<file path="config.mk">
export PLATFORM = sky130hd
export DESIGN_NAME = id_ex_stage_reg
export DESIGN_NICKNAME = d
export VERILOG_FILES = /design/src/rtl/core_pkg.sv /design/src/rtl/pipe_skid_slot.sv /design/src/rtl/id_ex_stage_reg.sv
export SDC_FILE = /design/constraint.sdc
export NUM_CORES = 1
export LEC_CHECK = 0
export BUFFER_PORTS_ARGS = -buffer_cell sky130_fd_sc_hd__clkbuf_2
export CORE_ASPECT_RATIO = 0.9
export CORE_MARGIN = 5
export CORE_UTILIZATION = 35
export DETAILED_ROUTE_END_ITERATION = 6
export GPL_TIMING_DRIVEN = 1
export HOLD_SLACK_MARGIN = 0.12
export PLACE_DENSITY = 0.6
export SYNTH_ARGS = -nofsm -noshare
export SYNTH_HDL_FRONTEND = slang
export SYNTH_SLANG_ARGS = --single-unit
export TNS_END_PERCENT = 50
</file>
<file path="constraint.sdc">
create_clock -name clk -period 6 [get_ports clk]
set_input_delay 1.2 -clock clk [delete_from_list [all_inputs] [get_ports clk]]
set_output_delay 1.2 -clock clk [all_outputs]
set_load 0.02 [all_outputs]
</file>
<file path="src/rtl/core_pkg.sv">
// Shared widths, the ID/EX payload layout and execute-command constants for the ARM core.
package core_pkg;

  localparam int DEF_DATA_W     = 32;
  localparam int DEF_REG_ADDR_W = 4;
  localparam int DEF_CMD_W      = 4;
  localparam int DEF_SHIFT_W    = 12;
  localparam int DEF_IMM_W      = 24;

  localparam logic [DEF_CMD_W-1:0] EXE_CMD_NOP = '0;

  typedef struct packed {
    logic                      wb_en;
    logic                      mem_r_en;
    logic                      mem_w_en;
    logic                      b;
    logic                      s;
    logic                      imm;
    logic                      carry;
    logic [DEF_CMD_W-1:0]      exe_cmd;
    logic [DEF_REG_ADDR_W-1:0] dest;
    logic [DEF_REG_ADDR_W-1:0] src1;
    logic [DEF_REG_ADDR_W-1:0] src2;
    logic [DEF_SHIFT_W-1:0]    shift_operand;
    logic [DEF_IMM_W-1:0]      signed_imm_24;
    logic [DEF_DATA_W-1:0]     pc;
    logic [DEF_DATA_W-1:0]     val_rn;
    logic [DEF_DATA_W-1:0]     val_rm;
  } id_ex_payload;

endpackage

</file>
<file path="src/rtl/pipe_skid_slot.sv">
// Generic payload register with a valid bit; clr zeroes both, load writes both.
module pipe_skid_slot #(
  parameter int W = 1
) (
  input  logic         clk,
  input  logic         rst,
  input  logic         clr,
  input  logic         load,
  input  logic         valid_in,
  input  logic [W-1:0] data_in,
  output logic         valid_q,
  output logic [W-1:0] data_q
);

  logic         valid_d;
  logic [W-1:0] data_d;

  always_comb begin
    valid_d = valid_q;
    data_d  = data_q;
    if (clr) begin
      valid_d = 1'b0;
      data_d  = '0;
    end else if (load) begin
      valid_d = valid_in;
      data_d  = data_in;
    end
  end

  always_ff @(posedge clk or posedge rst) begin
    if (rst) begin
      valid_q <= 1'b0;
      data_q  <= '0;
    end else begin
      valid_q <= valid_d;
      data_q  <= data_d;
    end
  end

endmodule

</file>
<file path="src/rtl/id_ex_stage_reg.sv">
// ID/EX pipeline register with valid/ready handshake, flush and bubble insertion.
// Define SKID_BUFFER_EN to add a one-entry skid slot and a registered in_ready.
module id_ex_stage_reg
  import core_pkg::*;
#(
  parameter int DATA_W     = DEF_DATA_W,
  parameter int REG_ADDR_W = DEF_REG_ADDR_W,
  parameter int CMD_W      = DEF_CMD_W,
  parameter int SHIFT_W    = DEF_SHIFT_W,
  parameter int IMM_W      = DEF_IMM_W
) (
  input  logic                  clk,
  input  logic                  rst,
  input  logic                  flush,
  input  logic                  in_valid,
  output logic                  in_ready,
  output logic                  out_valid,
  input  logic                  out_ready,
  input  logic                  wb_en_in,
  input  logic                  mem_r_en_in,
  input  logic                  mem_w_en_in,
  input  logic                  b_in,
  input  logic                  s_in,
  input  logic                  imm_in,
  input  logic                  carry_in,
  input  logic [CMD_W-1:0]      exe_cmd_in,
  input  logic [REG_ADDR_W-1:0] dest_in,
  input  logic [REG_ADDR_W-1:0] src1_in,
  input  logic [REG_ADDR_W-1:0] src2_in,
  input  logic [SHIFT_W-1:0]    shift_operand_in,
  input  logic [IMM_W-1:0]      signed_imm_24_in,
  input  logic [DATA_W-1:0]     pc_in,
  input  logic [DATA_W-1:0]     val_rn_in,
  input  logic [DATA_W-1:0]     val_rm_in,
  output logic                  wb_en,
  output logic                  mem_r_en,
  output logic                  mem_w_en,
  output logic                  b,
  output logic                  s,
  output logic                  imm,
  output logic                  carry_out,
  output logic [CMD_W-1:0]      exe_cmd,
  output logic [REG_ADDR_W-1:0] dest,
  output logic [REG_ADDR_W-1:0] src1,
  output logic [REG_ADDR_W-1:0] src2,
  output logic [SHIFT_W-1:0]    shift_operand,
  output logic [IMM_W-1:0]      signed_imm_24,
  output logic [DATA_W-1:0]     pc,
  output logic [DATA_W-1:0]     val_rn,
  output logic [DATA_W-1:0]     val_rm
);

  localparam int PW = 7 + CMD_W + 3 * REG_ADDR_W + SHIFT_W + IMM_W + 3 * DATA_W;

  // Side-effect bits (wb_en, mem_r_en, mem_w_en, b, s) occupy the top five payload bits.
  function automatic logic [PW-1:0] make_bubble(input logic [PW-1:0] p);
    return {5'b0, p[PW-6:0]};
  endfunction

  logic [PW-1:0] payload_in;
  logic          acc;
  logic          con;

  logic          main_load;
  logic          main_valid_in;
  logic [PW-1:0] main_data_in;
  logic          main_valid;
  logic [PW-1:0] main_data;

  assign payload_in = {wb_en_in, mem_r_en_in, mem_w_en_in, b_in, s_in, imm_in, carry_in,
                       exe_cmd_in, dest_in, src1_in, src2_in, shift_operand_in,
                       signed_imm_24_in, pc_in, val_rn_in, val_rm_in};

  assign acc = in_valid & in_ready;
  assign con = main_valid & out_ready;

`ifdef SKID_BUFFER_EN
  logic          skid_load;
  logic          skid_valid_in;
  logic [PW-1:0] skid_data_in;
  logic          skid_valid;
  logic [PW-1:0] skid_data;
  logic          main_free;

  // Ready depends only on skid occupancy, so out_ready never reaches in_ready combinationally.
  assign in_ready  = ~skid_valid;
  assign main_free = ~main_valid | out_ready;

  always_comb begin
    main_load     = 1'b0;
    main_valid_in = 1'b0;
    main_data_in  = payload_in;
    skid_load     = 1'b0;
    skid_valid_in = 1'b0;
    skid_data_in  = payload_in;
    if (!flush) begin
      if (main_free) begin
        if (skid_valid) begin
          main_load     = 1'b1;
          main_valid_in = 1'b1;
          main_data_in  = skid_data;
          skid_load     = 1'b1;
          skid_valid_in = acc;
          skid_data_in  = acc ? payload_in : skid_data;
        end else if (acc) begin
          main_load     = 1'b1;
          main_valid_in = 1'b1;
        end else if (con) begin
          main_load     = 1'b1;
          main_data_in  = make_bubble(main_data);
        end
      end else if (acc) begin
        skid_load     = 1'b1;
        skid_valid_in = 1'b1;
      end
    end
  end

  pipe_skid_slot #(.W(PW)) u_skid (
    .clk      (clk),
    .rst      (rst),
    .clr      (flush),
    .load     (skid_load),
    .valid_in (skid_valid_in),
    .data_in  (skid_data_in),
    .valid_q  (skid_valid),
    .data_q   (skid_data)
  );
`else
  assign in_ready = ~main_valid | out_ready;

  always_comb begin
    main_load     = 1'b0;
    main_valid_in = 1'b0;
    main_data_in  = payload_in;
    if (!flush) begin
      if (acc) begin
        main_load     = 1'b1;
        main_valid_in = 1'b1;
      end else if (con) begin
        main_load     = 1'b1;
        main_data_in  = make_bubble(main_data);
      end
    end
  end
`endif

  pipe_skid_slot #(.W(PW)) u_main (
    .clk      (clk),
    .rst      (rst),
    .clr      (flush),
    .load     (main_load),
    .valid_in (main_valid_in),
    .data_in  (main_data_in),
    .valid_q  (main_valid),
    .data_q   (main_data)
  );

  assign out_valid = main_valid;
  assign {wb_en, mem_r_en, mem_w_en, b, s, imm, carry_out, exe_cmd, dest, src1, src2,
          shift_operand, signed_imm_24, pc, val_rn, val_rm} = main_data;

endmodule

</file>
==> flow_metrics.tcl, run 1 <==
set metrics [dict create \
    status "finished clean" \
    finalNonFillerCells 1278 \
    ioPinCount 317 \
    crit_required_ns 4.80 \
    place.detailed.hpwl_um 13800 \
    final_area_um2 10100 \
    maxSlewViolCount 0 \
    power_density_nw_per_um2 264 \
    grt_pass1_wl_um 31500 \
    clk_path_buf_depth 2 \
    clk_pin_slew_worst_paths_ns 0.06 \
    synth_area_per_cell_um2 11.4 \
    cts-root-buf "clkbuf_16" \
    hold_depth 2 \
    clk_latency_ns 0.42 \
    synth_nets 845 \
    fp.dieH_um 152 \
    skew_ns 0.00628 \
    cts_sinks 156 \
    cts_resized 0 \
    cp.depth 4 \
    rows 51 \
    drt_first_pass_iters 4 \
    pre_cts_slack_ns 2.76 \
    synth_area_um2 7810 \
    drc_errors 0 \
    crit_path_cell_trace "clkbuf_2 -> nor2b_2 -> inv_1 -> clkbuf_2" \
    setup_viol 0 \
    drive_gt1_share_pct 36.2 \
    grt_pass1_vias 5738 \
    start_util_pct 35.8 \
    arrival_ns 1.91 \
    synth.yosys.seq_area_share_pct 50.0 \
    syn_inst 685 \
    nets 1134 \
    cp_top_family "buffers and inverters" \
    viasPerCell 4.40 \
    reg2reg_depth 5 \
    slew_headroom_pct 43.5 \
    antenna_left 0 \
    finalWirelength_um 19900 \
    gr-total-overflow 0 \
    cts_tree "done" \
    grt_max_degree 151 \
    p_total_mw 2.65 \
    wire_per_inst_um 15.6 \
    fmax_ghz 0.321 \
    holdCritPathClass "reg2reg" \
    cp_common_cell "clkbuf_2" \
    coreArea_um2 21800 \
    yosys_warnings 0 \
    min_period_ns 3.11 \
    diodes 0 \
    area_delta_synth_final_pct 28.9 \
    cp_max_fo 8 \
    drtIter0Drc 285 \
    dpl_cell_area_um2 9490 \
    htree_num_levels 4 \
    post-route-period-util_pct 51.9 \
    rsz0062_at_grt "false" \
    antenna_found_initial 0 \
    slowest_stage "nor2b_2" \
    p_leak_nw 5.19 \
    die_w_um 167 \
    slowest_delay_ns 0.34 \
    grt_usage_pct 15.5 \
    ys_seq_elements 156 \
    startpoint_type "input port" \
    post_cts_buffers 0 \
    hold_violations 0 \
    finalSetupTns_ns 0 \
    drv_cap 0 \
    synth.distinct_cells 14 \
    crit_buf_inv 3 \
    crit_type "in2out" \
    tritoncts.num_buffers 17 \
    end_kind "primary output" \
    port_buffers 316 \
    gp_routability_congestion 0.799 \
    max-vdd-ir-drop_mv 0.124 \
    hold_buffers 0 \
    fin_ws_ns 2.89 \
    dp_cells 1246 \
    fp.dieArea_um2 25400 \
    tightestPinTransition_ns 0.848 \
    vias 5619 \
]
final timing paths:
check / slack [ns] / startpoint / endpoint
max: 2.89 / out_ready / in_ready
max reg2reg: 3.66 / u_main.valid_q / u_main.data_q[37]
max in group asynchronous: 3.95 / rst / u_main.data_q[126]
min reg2reg: 0.54 / u_main.data_q[93] / u_main.data_q[93]
min: 0.54 / u_main.data_q[93] / u_main.data_q[93]
min in group asynchronous: 0.95 / rst / u_main.data_q[108]
per-stage QoR:
| step | utilization [%] | hold WS, ns |
|---|---|---|
| 6_report | 46.1 | 0.536 |
| 4_1_cts | 46.1 | 0.543 |
| 2_1_floorplan | - | 0.626 |
| 3_3_place_gp | 43.5 | 0.526 |
| 3_5_place_dp | 43.5 | 0.529 |
| 5_1_grt | 46.1 | 0.555 |
layout by cell type, fill, tap and decap left out, drive strengths merged:
| cell | n |
|---|---|
| a21oi | 5 |
| a32oi | 5 |
| buf | 8 |
| bufinv | 1 |
| clkbuf | 336 |
| clkinv | 2 |
| clkinvlp | 5 |
| dfrtp | 156 |
| inv | 5 |
| mux2i | 155 |
| nand2b | 300 |
| nor2 | 2 |
| nor2b | 2 |
| or2 | 5 |
cell usage after synthesis (all sizes together):
cell | number | area share, %
inv | 2 | 0.096
mux2i | 155 | 20
buf | 19 | 2.8
or2 | 5 | 0.40
dfrtp | 156 | 50
a21oi | 5 | 0.32
nand2b | 300 | 24
nor2b | 2 | 0.22
clkbuf | 34 | 1.6
nor2 | 2 | 0.096
a32oi | 5 | 0.56
cell type report:
cell class,count,area [um^2]
well taps,291,364
repair buffers,323,1650
flip-flops and latches,156,3900
clock inverters,11,111
clock buffers,21,460
multi-input cells,474,3560
fillers,2083,11800
inverters,2,12.5
worst register-to-register path: stages, from the launching register on:
cell and delay (ns):
dfrtp_1 0.44, nor2b_2 0.24, nor2b_4 0.14, buf_12 0.44, buf_4 0.71, mux2i_1 0.31
report_power, final:
part | switching (mW) | internal (mW)
Combinational | 0.255 | 0.186
Sequential | 0.0383 | 1.12
Clock | 0.459 | 0.599
Total | 0.751 | 1.90
state kept, by name, summed over array words and instances, names as in the netlist:
register	count
u_main.data_q	155
u_main.valid_q	1
kinds of logic (layout without fill, tap and decap cells):
family / Yosys count / after routing / synth area share [%]
buffers and inverters: 55 / 357 / 4.52
AND/OR/NAND/NOR: 309 / 309 / 24.8
multiplexers: 155 / 155 / 19.9
flip-flops: 156 / 156 / 50.0
AO/OA/AOI/OAI: 10 / 10 / 0.881
per-layer routing:
layer / vias up / routed length (um) / track usage (%)
met5: - / 0 / 0
met4: 0 / 248 / 4.62
met3: 15 / 1700 / 6.02
met2: 192 / 9010 / 23.7
met1: 2627 / 8960 / 20.4
li1: 2785 / - / -
Power figures use the tool's default switching activity.
==> inputs of run 2 (changes only) <==
- PLACE_DENSITY: 0.6 -> 0.62
- clock period: 6 -> 2.6 ns (I/O delays scaled with it)
==> run 2 against run 1 <==
  * Routed wire length is 1.9% lower
  * Clock-buffer cell count fell by 2
  * Clock power rose by 140%
  * Critical path depth shrank 1
  * Sequential power rose by 130%
  * Largest cell class unchanged
  * Core utilization grew 0.77 points
  * Critical path type is now reg2out
  * Power grew 140%
  * Cell count up 0.39%
  * Cell area up 1.7%
  * Combinational power increased by 140%
  * Largest power group unchanged
  * Clock skew increased by 0.0041 ns
==> flow_metrics.tcl, run 2 (synthesized netlist as in run 1, its figures left out) <==
set metrics [dict create \
    wl_met1_um 8580 \
    hold_buffers 0 \
    cts_sinks 156 \
    reg2reg_slack_ns 0.86 \
    drtIter0Drc 242 \
    arrival_ns 1.49 \
    finalNonFillerCells 1283 \
    port_buffers 316 \
    diodes 0 \
    end_kind "primary output" \
    final_common_cell "clkbuf_2" \
    max-vdd-ir-drop_mv 0.297 \
    r2r-end "u_main.data_q[125]" \
    tightestPinTransition_ns 0.556 \
    die_w_um 167 \
    wire_per_inst_um 15.2 \
    largest_reg_flops 155 \
    hold_violations 0 \
    fmax_ghz 0.498 \
    crit_required_ns 2.08 \
    status "finished clean" \
    cp_max_fo 8 \
    drive_gt1_share_pct 36.5 \
    antenna_found_initial 0 \
    coreArea_um2 21800 \
    crit_type "reg2out" \
    finalSetupTns_ns 0 \
    setup_viol 0 \
    place.detailed.hpwl_um 13900 \
    route.met3.wl_um 1660 \
    clk_pin_slew_worst_paths_ns 0.07 \
    ioPinCount 317 \
    cts-root-buf "clkbuf_16" \
    final_area_um2 10200 \
    top_layer_used "met4" \
    startpoint_type "register" \
    fp.dieH_um 152 \
    routed-wl-met2_um 8950 \
    area_delta_synth_final_pct 31.0 \
    gp_routability_congestion 0.790 \
    post_cts_buffers 0 \
    p_leak_nw 5.26 \
    finalWirelength_um 19500 \
    grt_pass1_vias 5799 \
    dp_cells 1252 \
    skew_ns 0.0104 \
    slew_headroom_pct 62.8 \
    r2r-start "u_main.valid_q" \
    min_period_ns 2.01 \
    htree_num_levels 4 \
    biggestRegsByFlops "u_main.data_q (155), u_main.valid_q (1)" \
    viasPerCell 4.36 \
    grt_usage_pct 15.2 \
    cts_resized 0 \
    post-route-period-util_pct 77.2 \
    vias 5589 \
    grt_pass1_wl_um 30800 \
    dpl_cell_area_um2 9640 \
    power_density_nw_per_um2 612 \
    rows 51 \
    final_cell_mix "315 x clkbuf_2, 300 x nand2b_1, 156 x dfrtp_1" \
    fp.dieArea_um2 25400 \
    maxSlewViolCount 0 \
    timing.critical_path.from "u_main.valid_q" \
    drc_errors 0 \
    seqCellArea_um2 3900 \
    drt_first_pass_iters 4 \
    cts_tree "done" \
    tritoncts.num_buffers 17 \
    start_util_pct 35.8 \
    regMostFlops "u_main.data_q" \
    grt_max_degree 91 \
    nets 1140 \
    antenna_left 0 \
    clk_path_buf_depth 2 \
    fillers 2091 \
    multi_input_area_um2 3560 \
    holdCritPathClass "in2async" \
    reg2reg_depth 5 \
    drv_cap 0 \
    gr-total-overflow 0 \
    timing.hold.ws_ns 0.138 \
    clk_latency_ns 0.42 \
    rsz0062_at_grt "false" \
]
run 2: worst max-delay path by stage:
stage | end | slack, ns | depth (start not counted)
CTS | in_ready | 0.56 | 3
floorplan | u_main.data_q[0] | 0.11 | 1
global placement | u_main.data_q[134] | 0.70 | 5
detailed placement | u_main.data_q[125] | 0.67 | 5
global route | in_ready | 0.47 | 3
finish | in_ready | 0.59 | 3
run 2: layer usage:
layer	global-route usage [%]	vias to the layer above
met5	0	-
met4	5.35	0
li1	-	2800
met2	23.6	192
met1	19.6	2574
met3	5.50	23
run 2: metrics by stage:
| stage | total power, mW | setup slack (ns) | utilization [%] |
|---|---|---|---|
| after CTS | 6.39 | 0.564 | 46.9 |
| after global routing | 6.57 | 0.467 | 46.9 |
| final | 6.26 | 0.592 | 46.9 |
| after detailed placement | 3.77 | 0.670 | 44.2 |
| after global placement | 3.77 | 0.703 | 44.2 |
| after floorplan | 3.38 | 0.107 | - |
run 2: layout make-up:
cell class | count | area share (%)
timing repair buffer | 329 | 17.6
clock buffer | 19 | 4.23
inverter | 2 | 0.110
sequential | 156 | 38.2
tap | 291 | 3.56
clock inverter | 12 | 1.59
multi-input combinational | 474 | 34.8
run 2: power by group:
group / switching, mW / leakage, nW / internal (mW)
registers: 0.0904 / 2.08 / 2.58
clock network: 1.04 / 0.273 / 1.52
logic: 0.589 / 2.91 / 0.450
total: 1.72 / 5.26 / 4.55
run 2: critical path: stages (launching register included):
cell and delay, ns:
dfrtp_1 0.43, nor2b_2 0.39, inv_1 0.08, clkbuf_2 0.16
